## src/rtl/board_pkg.sv

```systemverilog
// Shared board constants and mover state encoding for the token animator and board renderer.
// PLAYER_MOVER_DWELL_EN adds the DWELL state to the mover enum.
package board_pkg;

    localparam int DEF_NUM_TILES    = 32;
    localparam int DEF_COLS         = 8;
    localparam int DEF_TILE_PX      = 32;
    localparam int DEF_ORIGIN_X     = 64;
    localparam int DEF_ORIGIN_Y     = 96;
    localparam int DEF_SPEED        = 4;
    localparam int DEF_DWELL_FRAMES = 6;

    localparam int SPRITE_PX = 16;

    typedef enum logic [1:0] {
        ST_IDLE  = 2'd0,
        ST_HOP   = 2'd1,
`ifdef PLAYER_MOVER_DWELL_EN
        ST_DWELL = 2'd2,
`endif
        ST_DONE  = 2'd3
    } mover_state_e;

endpackage

```

## src/rtl/tile_coord_lut.sv

```systemverilog
// Combinational map from serpentine tile index to sprite top-left screen coordinates.
// Indices past the last tile clamp to the goal tile.
module tile_coord_lut
    import board_pkg::*;
#(
    parameter int NUM_TILES = DEF_NUM_TILES,
    parameter int COLS      = DEF_COLS,
    parameter int TILE_PX   = DEF_TILE_PX,
    parameter int ORIGIN_X  = DEF_ORIGIN_X,
    parameter int ORIGIN_Y  = DEF_ORIGIN_Y
) (
    input  logic [4:0] idx_i,
    output logic [9:0] x_o,
    output logic [9:0] y_o
);

    always_comb begin
        int idx;
        int r;
        int c;
        idx = int'(idx_i);
        if (idx > NUM_TILES - 1) idx = NUM_TILES - 1;
        r = idx / COLS;
        c = idx % COLS;
        // odd rows run right-to-left
        if ((r % 2) != 0) c = COLS - 1 - c;
        x_o = 10'(ORIGIN_X + c * TILE_PX + (TILE_PX - SPRITE_PX) / 2);
        y_o = 10'(ORIGIN_Y + r * TILE_PX + (TILE_PX - SPRITE_PX) / 2);
    end

endmodule

```

## src/rtl/player_mover.sv

```systemverilog
// Walks one player's token tile by tile along the serpentine path, gliding SPEED px per frame.
// Optional PLAYER_MOVER_DWELL_EN inserts a DWELL_FRAMES pause on each intermediate tile.
module player_mover
    import board_pkg::*;
#(
    parameter int NUM_TILES    = DEF_NUM_TILES,
    parameter int COLS         = DEF_COLS,
    parameter int TILE_PX      = DEF_TILE_PX,
    parameter int ORIGIN_X     = DEF_ORIGIN_X,
    parameter int ORIGIN_Y     = DEF_ORIGIN_Y,
    parameter int SPEED        = DEF_SPEED,
    parameter int DWELL_FRAMES = DEF_DWELL_FRAMES
) (
    input  logic       clk,
    input  logic       reset,
    input  logic       frame_tick,
    input  logic       move_start,
    input  logic [2:0] steps,
    input  logic       home,
    output logic [9:0] player_x,
    output logic [9:0] player_y,
    output logic [4:0] tile_idx,
    output logic       busy,
    output logic       move_done,
    output logic       at_goal
);

    localparam logic [4:0] GOAL   = 5'(NUM_TILES - 1);
    localparam logic [9:0] HOME_X = 10'(ORIGIN_X + (TILE_PX - SPRITE_PX) / 2);
    localparam logic [9:0] HOME_Y = 10'(ORIGIN_Y + (TILE_PX - SPRITE_PX) / 2);
    localparam logic [9:0] STEP   = 10'(SPEED);

    if (SPEED < 1 || COLS < 1 || DWELL_FRAMES < 1) begin : g_param_check
        $error("player_mover: SPEED, COLS and DWELL_FRAMES must be positive");
    end

    mover_state_e state_q, state_d;
    logic [4:0]   tile_q, tile_d;
    logic [2:0]   rem_q, rem_d;
    logic [9:0]   x_q, x_d, y_q, y_d;
    logic         at_goal_q, at_goal_d;

    logic [4:0]   next_idx;
    logic [9:0]   tgt_x, tgt_y;
    logic [9:0]   x_step, y_step;

`ifdef PLAYER_MOVER_DWELL_EN
    localparam int DW = (DWELL_FRAMES > 1) ? $clog2(DWELL_FRAMES + 1) : 1;
    logic [DW-1:0] dwell_q, dwell_d;
`endif

    // Only one axis differs between neighbours, so gliding both axes is safe.
    function automatic logic [9:0] glide(input logic [9:0] cur, input logic [9:0] tgt);
        if (tgt > cur)      glide = ((tgt - cur) <= STEP) ? tgt : cur + STEP;
        else if (cur > tgt) glide = ((cur - tgt) <= STEP) ? tgt : cur - STEP;
        else                glide = cur;
    endfunction

    assign next_idx = tile_q + 5'd1;

    tile_coord_lut #(
        .NUM_TILES (NUM_TILES),
        .COLS      (COLS),
        .TILE_PX   (TILE_PX),
        .ORIGIN_X  (ORIGIN_X),
        .ORIGIN_Y  (ORIGIN_Y)
    ) u_target_lut (
        .idx_i (next_idx),
        .x_o   (tgt_x),
        .y_o   (tgt_y)
    );

    assign x_step = glide(x_q, tgt_x);
    assign y_step = glide(y_q, tgt_y);

    always_comb begin
        state_d = state_q;
        tile_d  = tile_q;
        rem_d   = rem_q;
        x_d     = x_q;
        y_d     = y_q;
`ifdef PLAYER_MOVER_DWELL_EN
        dwell_d = dwell_q;
`endif
        case (state_q)
            ST_IDLE: begin
                if (home) begin
                    tile_d = 5'd0;
                    x_d    = HOME_X;
                    y_d    = HOME_Y;
                end else if (move_start) begin
                    rem_d   = steps;
                    state_d = ST_HOP;
                end
            end
            ST_HOP: begin
                if (rem_q == 3'd0 || at_goal_q) begin
                    state_d = ST_DONE;
                end else if (frame_tick) begin
                    x_d = x_step;
                    y_d = y_step;
                    if (x_step == tgt_x && y_step == tgt_y) begin
                        tile_d = next_idx;
                        rem_d  = rem_q - 3'd1;
                        // steps left over once the goal is reached are dropped
                        if (rem_q == 3'd1 || next_idx == GOAL) begin
                            state_d = ST_DONE;
                        end else begin
`ifdef PLAYER_MOVER_DWELL_EN
                            state_d = ST_DWELL;
                            dwell_d = DW'(DWELL_FRAMES);
`endif
                        end
                    end
                end
            end
`ifdef PLAYER_MOVER_DWELL_EN
            ST_DWELL: begin
                if (frame_tick) begin
                    if (dwell_q == DW'(1)) state_d = ST_HOP;
                    else                   dwell_d = dwell_q - DW'(1);
                end
            end
`endif
            ST_DONE: state_d = ST_IDLE;
            default: state_d = ST_IDLE;
        endcase
        at_goal_d = (tile_d == GOAL);
    end

    always_ff @(posedge clk or posedge reset) begin
        if (reset) begin
            state_q   <= ST_IDLE;
            tile_q    <= 5'd0;
            rem_q     <= 3'd0;
            x_q       <= HOME_X;
            y_q       <= HOME_Y;
            at_goal_q <= 1'b0;
`ifdef PLAYER_MOVER_DWELL_EN
            dwell_q   <= '0;
`endif
        end else begin
            state_q   <= state_d;
            tile_q    <= tile_d;
            rem_q     <= rem_d;
            x_q       <= x_d;
            y_q       <= y_d;
            at_goal_q <= at_goal_d;
`ifdef PLAYER_MOVER_DWELL_EN
            dwell_q   <= dwell_d;
`endif
        end
    end

    assign player_x  = x_q;
    assign player_y  = y_q;
    assign tile_idx  = tile_q;
    assign at_goal   = at_goal_q;
    assign move_done = (state_q == ST_DONE);
`ifdef PLAYER_MOVER_DWELL_EN
    assign busy      = (state_q == ST_HOP) || (state_q == ST_DWELL);
`else
    assign busy      = (state_q == ST_HOP);
`endif

endmodule

```

## config.mk

```make
export PLATFORM = sky130hd
export DESIGN_NAME = player_mover
export DESIGN_NICKNAME = d
export VERILOG_FILES = /design/src/rtl/board_pkg.sv /design/src/rtl/tile_coord_lut.sv /design/src/rtl/player_mover.sv
export SDC_FILE = /design/constraint.sdc
export NUM_CORES = 1
export LEC_CHECK = 0
export BUFFER_PORTS_ARGS = -buffer_cell sky130_fd_sc_hd__buf_4
export CAP_MARGIN = 20
export CORE_AREA = 5 5 110 81
export DETAILED_ROUTE_END_ITERATION = 10
export DIE_AREA = 0 0 115 86
export GPL_ROUTABILITY_DRIVEN = 0
export PLACE_DENSITY = 0.86
export SYNTH_ARGS = -nofsm -noshare
export SYNTH_HDL_FRONTEND = slang
export SYNTH_SLANG_ARGS = --single-unit
```

## constraint.sdc

```tcl
create_clock -name clk -period 6.1 [get_ports clk]
set_input_delay 0.305 -clock clk [delete_from_list [all_inputs] [get_ports clk]]
set_output_delay 0.305 -clock clk [all_outputs]
set_load 0.05 [all_outputs]
```

==> flow_metrics.env, run 1 <==
export IMPL_synth_yosys_warnings=0
export IMPL_viasPerCell=6.78
export IMPL_die_y_um=86
export IMPL_r2r_worst_path_cells=19
export IMPL_vdd_ir_drop_max_uv=383
export IMPL_postCtsHoldBufs=0
export IMPL_pwr_share_seq=0.140
export IMPL_track_usage=0.269
export IMPL_grt_max_degree=32
export IMPL_ys_types=92
export IMPL_maxCapViolCount=0
export IMPL_clockRootBuffer="clkbuf_8"
export IMPL_proportion_of_synthesized_flip_flops_having_asynchronous_set_or_reset=1.00
export IMPL_holdWs_ns=0.111
export IMPL_port_buffer_count=35
export IMPL_worst_path_required_ns=6.27
export IMPL_synth_seq_cells=31
export IMPL_critPathCaptureType="flop"
export IMPL_final_core_util=0.630
export IMPL_cell_internal_pwr_w=0.00123
export IMPL_wl_met1_um=5760
export IMPL_hold_viol_final=0
export IMPL_powerDensity_nw_per_um2=613
export IMPL_outcome="finished, final reports clean"
export IMPL_total_switching_power_w=0.00175
export IMPL_fmax_mhz=175
export IMPL_avgSynthCellArea_um2=7.73
export IMPL_flow_area_growth_from_synthesis_pct=8.78
export IMPL_crit_path_start_kind="flop"
export IMPL_worst_endpoint_arrival_ns=5.88
export IMPL_min_path_type="in2async"
export IMPL_tritoncts_buffer_count=5
export IMPL_switching_share=0.587
export IMPL_crit_path_max_fanout=16
export IMPL_h_tree_depth=2
export IMPL_slew_headroom=0.495
export IMPL_design_final_nets=641
export IMPL_crit_type="reg2reg"
export IMPL_combinationalPowerShare=0.802
export IMPL_avgRoutedWirePerCell_um=18.8
export IMPL_io_pin_count=36
export IMPL_dr_pass1_iters=7
export IMPL_final_antenna_net_count=0
export IMPL_die_area_um2=9890
export IMPL_timing_worst_slew_pin_value_ns=0.753
export IMPL_routed_via_count=4742
export IMPL_via_count_of_the_first_global_routing_pass=4388
export IMPL_worstReg2RegStart="tile_idx[0]"
export IMPL_dominantRegCellSynth="dfrtp_1"
export IMPL_setup_viol_count_final=0
export IMPL_edff_count_synth=0
export IMPL_placeable_core_region_um2=7700
export IMPL_fin_tns_setup_ns=0
export IMPL_global_route_wire_length_before_repair_um=22000
export IMPL_tritoncts="yes"
export IMPL_period_needed_ns=5.71
export IMPL_ff2ff_setup_slack_ns=0.39
export IMPL_fp_row_count=27
export IMPL_clock_sinks=31
export IMPL_clkSlewWorstSetupHoldPaths_ns=0.08
export IMPL_worst_skew_pair_late_latency_ns=0.29
export IMPL_cts_max_path_buffers=2
export IMPL_initial_utilization=0.579
export IMPL_worst_clock_skew_ns=0.0170
export IMPL_p_leak_nw=2.05
export IMPL_drt_wl_total_um=13200
export IMPL_grt_overflow=0
export IMPL_top_signal_layer_used="met4"
export IMPL_grt_antenna_before_repair=0
export IMPL_synth_seq_area_share=0.175
export IMPL_antenna_diode_count=0
export IMPL_syn_cell_area_um2=4460
export IMPL_drc=0
export IMPL_regToRegEndpoint="at_goal"
export IMPL_clockPowerShare=0.058
export IMPL_final_max_slew_viol_count=0
export IMPL_wl_met3_um=1670
export IMPL_layout_drive_gt1_share=0.145
export IMPL_syn_inst=577
export IMPL_fillCellCount=654
export IMPL_die_x_um=115
export IMPL_met2_wirelength_um=5490
export IMPL_detailedRoute_firstIterationViolations=731
export IMPL_grt_setup_unrepaired="false"
export IMPL_period_share=0.936
export IMPL_mappedNetlistNets=621
export IMPL_dpl_hpwl_um=9790
[critical path, cell delays in order, from the launching register on]
cell       delay (ns)
dfrtp_1          0.52
ha_1             0.31
nand2_1          0.08
and3_1           0.20
o22ai_1          0.21
xnor2_2          0.21
inv_1            0.08
ha_1             0.60
o21ai_0          0.17
a2111oi_0        0.51
a32oi_1          0.19
a221oi_4         0.53
nand2_2          0.19
nand3_1          0.18
o211ai_1         0.10
a211oi_1         0.34
nand4_1          0.30
o311a_1          0.41
a211o_1          0.28
and4_1           0.18
[flip-flops by register name, summed over array words and instances, names as in the netlist]
signal    cells
rem_q         3
state_q       2
player_y     10
tile_idx      5
player_x     10
at_goal       1
[per-layer routing]
| layer | track usage | vias up |
|---|---|---|
| met5 | 0 | - |
| met4 | 0.0586 | 0 |
| met3 | 0.0635 | 44 |
| met2 | 0.401 | 349 |
| met1 | 0.393 | 2174 |
| li1 | - | 2175 |
[worst max path at each step]
stage                start       to  slack, ns  depth (start not counted)
2_1_floorplan  tile_idx[0]  at_goal       1.05                         19
4_1_cts        tile_idx[0]  at_goal       0.44                         19
3_3_place_gp   tile_idx[1]  at_goal       0.88                         19
6_report       tile_idx[0]  at_goal       0.39                         19
5_1_grt        tile_idx[0]  at_goal       0.09                         19
3_5_place_dp   tile_idx[0]  at_goal       0.47                         19
[cells in the final DEF, fill, tap and decap left out, types with 8 or more instances in the layout]
cell type,instances
inv_1,31
mux2i_1,10
o22ai_1,8
nor2b_1,10
a21oi_1,33
buf_4,39
xor2_1,13
nor3_1,14
nor2_1,36
or3_1,10
xnor2_1,20
nand2b_1,14
nand2_1,57
ha_1,36
dfrtp_1,26
o21ai_1,8
nand4_1,10
a31oi_1,9
nand3_1,25
o21ai_0,38
[power by group through the flow]
stage               Sequential [W]  Clock (W)  Combinational [W]
floorplan                 0.000450          0            0.00177
global placement          0.000406          0            0.00224
detailed placement        0.000412          0            0.00230
CTS                       0.000409   0.000174            0.00231
global route              0.000429   0.000184            0.00258
finish                    0.000415   0.000173            0.00239
[cell usage after synthesis, drive strengths merged (13+ instances only)]
| master | instances | area [um^2] |
|---|---|---|
| ha | 36 | 450 |
| nor2 | 39 | 164 |
| nor3 | 15 | 80.1 |
| buf | 15 | 85.1 |
| inv | 31 | 116 |
| xor2 | 13 | 114 |
| a21oi | 34 | 174 |
| dfrtp | 26 | 651 |
| nand2b | 14 | 87.6 |
| o21ai | 47 | 239 |
| nand2 | 58 | 220 |
| xnor2 | 24 | 244 |
| nand3 | 27 | 153 |
[cell families (layout without fill, tap and decap cells)]
family | Yosys count | after routing | synth area share
multiplexers | 11 | 11 | 0.0258
buffers and inverters | 58 | 79 | 0.0553
flip-flops | 31 | 31 | 0.175
AND/OR/NAND/NOR | 217 | 217 | 0.264
XOR/XNOR | 37 | 37 | 0.0802
AO/OA/AOI/OAI | 187 | 187 | 0.298
adder cells (fa/ha/maj) | 36 | 36 | 0.101
[timing repair]
item | CTS | global route
setup buffers | 0 | 0
gates resized for setup | 0 | 1
setup endpoints to repair | 0 | 2
[through the flow]
step | cells | power [W] | cell area [um^2] | worst slack, ns
CTS | 699 | 0.00290 | 4840 | 0.438
detailed placement | 691 | 0.00271 | 4750 | 0.467
finish | 699 | 0.00298 | 4850 | 0.388
global placement | 691 | 0.00264 | 4750 | 0.882
floorplan | 577 | 0.00222 | 4460 | 1.05
global route | 699 | 0.00319 | 4850 | 0.0865
[area by class of cell]
cell class | instances | area [um^2] | share of cell area
Clock buffer | 7 | 86.3 | 0.0178
Clock inverter | 1 | 5.00 | 0.00103
Inverter | 32 | 120 | 0.0248
Multi-Input combinational cell | 488 | 3440 | 0.709
Sequential cell | 31 | 782 | 0.161
Tap cell | 101 | 126 | 0.0261
Timing Repair Buffer | 39 | 293 | 0.0604
Power figures use the tool's default switching activity.
==> run 2: changes to the inputs <==
CORE_AREA = 5 5 108 79   (was 5 5 110 81)
DIE_AREA = 0 0 113 84   (was 0 0 115 86)
PLACE_DENSITY = 0.89   (was 0.86)
==> run 2 against run 1 <==
  * Via count increased by 0.15%
  * Critical path type unchanged
  * Routed wire length up 0.12%
  * Sequential power about the same
  * Worst setup slack got worse by 0.058 ns
  * Count of clock-buffer cells in the layout is the same
  * Maximum frequency fell by 1.0%
  * Die area is 4.0% lower
  * Combinational power hardly changed
  * Cell count shrank 0.14%
  * Clock power up 9%
==> flow_metrics.env, run 2 (synthesis gave the netlist of run 1 again) <==
export IMPL_outcome="finished, final reports clean"
export IMPL_setup_viol_count_final=0
export IMPL_p_leak_nw=2.04
export IMPL_hold_viol_final=0
export IMPL_crit_path_start_kind="flop"
export IMPL_final_antenna_net_count=0
export IMPL_design_final_nets=640
export IMPL_final_cell_mix="57 x nand2_1, 38 x o21ai_0, 38 x buf_4, 36 x nor2_1, 36 x ha_1"
export IMPL_period_share=0.946
export IMPL_fmax_mhz=173
export IMPL_critPathCaptureType="flop"
export IMPL_initial_utilization=0.592
export IMPL_maxCapViolCount=0
export IMPL_drc=0
export IMPL_layout_drive_gt1_share=0.144
export IMPL_final_max_slew_viol_count=0
export IMPL_grt_setup_unrepaired="false"
export IMPL_global_route_wire_length_before_repair_um=21600
export IMPL_post_cts_resized=0
export IMPL_crit_path_max_fanout=16
export IMPL_worst_skew_pair_late_latency_ns=0.29
export IMPL_routed_via_count=4749
export IMPL_slew_headroom=0.281
export IMPL_h_tree_depth=2
export IMPL_dpl_hpwl_um=9880
export IMPL_crit_type="reg2reg"
export IMPL_antenna_diode_count=0
export IMPL_via_count_of_the_first_global_routing_pass=4313
export IMPL_period_needed_ns=5.77
export IMPL_detailedRoute_firstIterationViolations=665
export IMPL_track_usage=0.272
export IMPL_cts_post_setup_buffers_inserted=0
export IMPL_tritoncts="yes"
export IMPL_cts_max_path_buffers=2
export IMPL_io_pin_count=36
export IMPL_sequential_standard_cell_area_um2=782
export IMPL_worst_path_required_ns=6.28
export IMPL_worst_endpoint_arrival_ns=5.95
export IMPL_clkSlewWorstSetupHoldPaths_ns=0.08
export IMPL_die_x_um=113
export IMPL_grt_max_degree=32
export IMPL_clockRootBuffer="clkbuf_8"
export IMPL_min_path_type="in2async"
export IMPL_flow_area_growth_from_synthesis_pct=8.73
export IMPL_placeable_core_region_um2=7530
export IMPL_postCtsHoldBufs=0
export IMPL_avgRoutedWirePerCell_um=18.9
export IMPL_die_y_um=84
export IMPL_clock_sinks=31
export IMPL_grt_overflow=0
export IMPL_layout_commonest_cell="nand2_1"
export IMPL_multi_input_area_um2=3430
export IMPL_grt_antenna_before_repair=0
export IMPL_viasPerCell=6.80
export IMPL_die_area_um2=9490
export IMPL_tritoncts_buffer_count=5
export IMPL_powerDensity_nw_per_um2=616
export IMPL_fin_tns_setup_ns=0
export IMPL_port_buffer_count=35
export IMPL_final_core_util=0.644
export IMPL_timing_worst_slew_pin_value_ns=1.08
export IMPL_fillCellCount=641
export IMPL_drt_wl_total_um=13200
export IMPL_worst_clock_skew_ns=0.00965
export IMPL_holdWs_ns=0.0919
export IMPL_r2r_worst_path_cells=19
export IMPL_fp_row_count=27
export IMPL_vdd_ir_drop_max_uv=261
export IMPL_dr_pass1_iters=5
==> run 2: cell count changes in the layout (fill, tap and decap cells not counted), sizes merged <==
cell and change:
buf -1, clkinv -1, clkinvlp +1
==> run 2: cell type report <==
type | count | share of cell area
clock buffers | 7 | 0.0199
clock inverters | 1 | 0.00155
inverters | 32 | 0.0248
multi-input cells | 488 | 0.708
flip-flops and latches | 31 | 0.161
well taps | 101 | 0.0261
repair buffers | 38 | 0.0588
==> run 2: path summary, 6_finish.rpt <==
check,from,slack [ns],endpoint
setup / recovery,tile_idx[0],0.33,at_goal
hold / removal,reset,0.09,player_x[2]
setup reg to reg,tile_idx[0],0.33,at_goal
hold reg to reg,rem_q[0],0.54,rem_q[0]
max in group asynchronous,reset,5.68,player_y[5]
min in group clk,steps[1],0.31,rem_q[1]
==> run 2: worst max-delay path, stage by stage (launching register included) <==
cell	delay (ns)
dfrtp_1	0.53
ha_1	0.34
inv_1	0.07
a31oi_1	0.16
o22ai_1	0.11
xnor2_1	0.44
inv_1	0.09
ha_1	0.51
o21a_1	0.28
o2bb2ai_1	0.39
a32oi_1	0.22
a221oi_4	0.55
o22ai_1	0.17
a31oi_1	0.26
xor2_1	0.12
o31ai_2	0.25
o311ai_2	0.25
or3_4	0.45
a32o_2	0.29
and4_1	0.19
==> run 2: power by group <==
group / internal (W) / switching (W)
Combinational: 0.000866 / 0.00152
Clock: 0.000103 / 0.0000855
Sequential: 0.000268 / 0.000148
Total: 0.00124 / 0.00175
==> run 2: routing by layer <==
metal	GRT usage	routed length, um	up-vias
li1	-	-	2171
met5	0	0	-
met2	0.394	5510	333
met4	0.0579	190	0
met1	0.413	5830	2207
met3	0.0529	1650	38
==> run 2: through the flow <==
step	setup slack (ns)	cell area (um^2)	instances	total power [W]
floorplan	1.05	4460	577	0.00222
global placement	0.813	4740	690	0.00263
detailed placement	0.495	4740	690	0.00271
CTS	0.472	4850	698	0.00290
global route	0.00415	4850	698	0.00319
finish	0.330	4850	698	0.00299
==> run 3: changes to the inputs <==
CORE_AREA = 5 5 119 87   (was 5 5 108 79)
DIE_AREA = 0 0 124 92   (was 0 0 113 84)
SYNTH_HIERARCHICAL = 1   (was default)
==> run 3 against run 2 <==
  * Critical path depth is 2 lower
  * Largest power group unchanged
  * Sequential share of layout area is 3.1 points lower
  * Maximum frequency is 0.90% lower
  * Via count is 34% higher
  * Worst hold slack better by 0.024 ns
  * Utilization is 2.5 points higher
  * Clock skew is 0.0055 ns lower
  * Synthesized cell count is 37% higher
  * Clock power is 30% higher
  * Largest cell class unchanged
  * Non-clock buffer count is 5 higher
  * Count of clock-buffer cells in the layout stayed put
==> flow_metrics.env, run 3 <==
export IMPL_viasPerCell=6.94
export IMPL_grt_antenna_before_repair=0
export IMPL_drc=0
export IMPL_fmax_mhz=172
export IMPL_worst_clock_skew_ns=0.00416
export IMPL_worst_path_required_ns=6.26
export IMPL_clkSlewWorstSetupHoldPaths_ns=0.06
export IMPL_proportion_of_synthesized_flip_flops_having_asynchronous_set_or_reset=1.00
export IMPL_switching_share=0.583
export IMPL_fillCellCount=745
export IMPL_via_count_of_the_first_global_routing_pass=5814
export IMPL_detailedRoute_firstIterationViolations=1018
export IMPL_layout_commonest_cell="a21oi_1"
export IMPL_clockRootBuffer="clkbuf_16"
export IMPL_cts_max_path_buffers=2
export IMPL_synth_area_leader_cell="dfrtp_1"
export IMPL_dominantRegCellSynth="dfrtp_1"
export IMPL_vdd_ir_drop_max_uv=353
export IMPL_p_leak_nw=2.54
export IMPL_cell_internal_pwr_w=0.00120
export IMPL_global_route_wire_length_before_repair_um=28300
export IMPL_die_x_um=124
export IMPL_yosysMostFrequentCell="a21oi_1"
export IMPL_cell_type_group_with_the_largest_total_delay_on_the_critical_path="simple AND/OR/NAND/NOR gates"
export IMPL_synth_seq_cells=31
export IMPL_crit_path_start_kind="flop"
export IMPL_timing_critical_path_slowest_stage_cell="or4_1"
export IMPL_setup_viol_count_final=0
export IMPL_flow_area_growth_from_synthesis_pct=7.26
export IMPL_track_usage=0.302
export IMPL_port_buffer_count=35
export IMPL_tritoncts_buffer_count=5
export IMPL_period_share=0.955
export IMPL_min_path_type="in2async"
export IMPL_worst_endpoint_arrival_ns=5.98
export IMPL_post_cts_resized=0
export IMPL_synth_largest_type_area_fraction=0.116
export IMPL_die_area_um2=11400
export IMPL_avgRoutedWirePerCell_um=19.2
export IMPL_combinationalPowerShare=0.779
export IMPL_layout_drive_gt1_share=0.0879
export IMPL_grt_overflow=0
export IMPL_final_cell_mix="68 x a21oi_1, 62 x inv_1, 62 x nand2_1, 61 x o21ai_0, 58 x nor2_1"
export IMPL_crit_path_max_fanout=16
export IMPL_worst_skew_pair_late_latency_ns=0.28
export IMPL_met2_wirelength_um=7400
export IMPL_period_needed_ns=5.82
export IMPL_netlist_top_cells_area="dfrtp_1 12%, ha_1 11%, a21oi_1 6.1%"
export IMPL_sequential_standard_cell_area_um2=782
export IMPL_tritoncts="yes"
export IMPL_drt_wl_total_um=17600
export IMPL_powerDensity_nw_per_um2=480
export IMPL_routed_via_count=6384
export IMPL_critPathCaptureType="flop"
export IMPL_pwr_share_seq=0.136
export IMPL_die_y_um=92
export IMPL_path_buf_inv=1
export IMPL_design_final_nets=854
export IMPL_worst_path_largest_cell_delay_ns=0.70
export IMPL_ys_types=73
export IMPL_cp_cell_sequence="nand3_1 -> xor2_1 -> inv_1 -> xor2_1 -> ha_1 -> ha_2 -> nand4_1 -> or3b_1 -> nand2_1 -> and2_1 -> a211oi_1 -> o221ai_1 -> o221ai_1 -> or4b_1 -> or4_1 -> o211ai_1 -> o31ai_1"
export IMPL_syn_inst=788
export IMPL_wl_met1_um=7170
export IMPL_clockPowerShare=0.085
export IMPL_fin_tns_setup_ns=0
export IMPL_total_switching_power_w=0.00168
export IMPL_hold_viol_final=0
export IMPL_ys_top_cells_by_count="68 x a21oi_1, 62 x inv_1, 62 x nand2_1, 62 x o21ai_0, 59 x nor2_1"
export IMPL_clock_sinks=31
export IMPL_io_pin_count=36
export IMPL_grt_max_degree=32
export IMPL_crit_type="reg2reg"
export IMPL_dr_pass1_iters=6
export IMPL_avgSynthCellArea_um2=7.09
export IMPL_final_max_slew_viol_count=0
export IMPL_maxCapViolCount=0
export IMPL_outcome="finished, final reports clean"
export IMPL_final_core_util=0.668
export IMPL_edff_count_synth=0
export IMPL_final_antenna_net_count=0
export IMPL_timing_worst_slew_pin_value_ns=0.735
export IMPL_cts_post_setup_buffers_inserted=0
export IMPL_slew_headroom=0.503
export IMPL_placeable_core_region_um2=8960
export IMPL_fp_row_count=29
export IMPL_top_signal_layer_used="met4"
export IMPL_h_tree_depth=2
export IMPL_grt_setup_unrepaired="false"
export IMPL_dpl_hpwl_um=13300
export IMPL_postCtsHoldBufs=0
export IMPL_synth_seq_area_share=0.140
export IMPL_initial_utilization=0.623
export IMPL_syn_cell_area_um2=5590
export IMPL_synth_yosys_warnings=6
export IMPL_multi_input_area_um2=4350
export IMPL_wl_met3_um=2500
export IMPL_antenna_diode_count=0
==> run 3: cell type report <==
| class | instances | area share |
|---|---|---|
| inverter | 64 | 0.0401 |
| timing repair buffer | 43 | 0.0539 |
| multi-input combinational | 650 | 0.727 |
| sequential | 31 | 0.131 |
| clock buffer | 7 | 0.0221 |
| tap | 124 | 0.0259 |
| clock inverter | 1 | 0.000835 |
==> run 3: path summary, 6_finish.rpt <==
check	depth (start not counted)	slack, ns	to	start
max	17	0.28	tile_idx[4]	tile_idx[2]
min	3	0.12	player_x[4]	reset
max reg2reg	17	0.28	tile_idx[4]	tile_idx[2]
min reg2reg	1	0.57	rem_q[0]	rem_q[0]
max in group asynchronous	3	5.65	player_x[6]	reset
min in group clk	3	0.28	rem_q[0]	steps[0]
==> run 3: cell families (layout without fill, tap and decap cells) <==
group	Yosys count	in the layout	synth area share
buffers and inverters	118	115	0.0921
muxes	5	5	0.00896
adders and majority gates	51	51	0.114
xor gates and xnor gates	59	59	0.0950
DFF	31	31	0.140
AOI/OAI and AO/OA	263	263	0.313
other	2	13	0.00134
and+or+nand+nor	259	259	0.236
==> run 3: per-layer routing <==
metal,vias to the layer above,GRT usage
met2,528,0.447
li1,2863,-
met5,-,0
met1,2905,0.436
met4,0,0.0857
met3,88,0.0738
==> run 3: power groups by stage <==
stage / clock network, W / registers [W] / logic (W)
6_report: 0.000245 / 0.000390 / 0.00224
5_1_grt: 0.000252 / 0.000397 / 0.00240
4_1_cts: 0.000244 / 0.000383 / 0.00213
3_5_place_dp: 0 / 0.000387 / 0.00211
3_3_place_gp: 0 / 0.000381 / 0.00204
2_1_floorplan: 0 / 0.000466 / 0.00154
==> run 3: through the flow <==
step	cell area (um^2)	cells	total power [W]	worst slack (ns)	hold slack, ns
5_1_grt	5990	920	0.00304	0.0168	0.164
6_report	5990	920	0.00287	0.278	0.116
4_1_cts	5970	920	0.00275	0.343	0.130
3_5_place_dp	5830	912	0.00249	0.378	0.424
2_1_floorplan	5630	799	0.00200	0.756	0.405
3_3_place_gp	5830	912	0.00242	0.505	0.418
==> run 3: worst reg2reg max path: cells and delay by family, from the launching register on <==
family | cells | cell delay, ns
xor+xnor | 2 | 0.43
compound gates | 5 | 0.91
buf+inv | 1 | 0.19
fa+ha+maj | 2 | 0.94
flops | 1 | 0.48
simple gates | 7 | 2.75
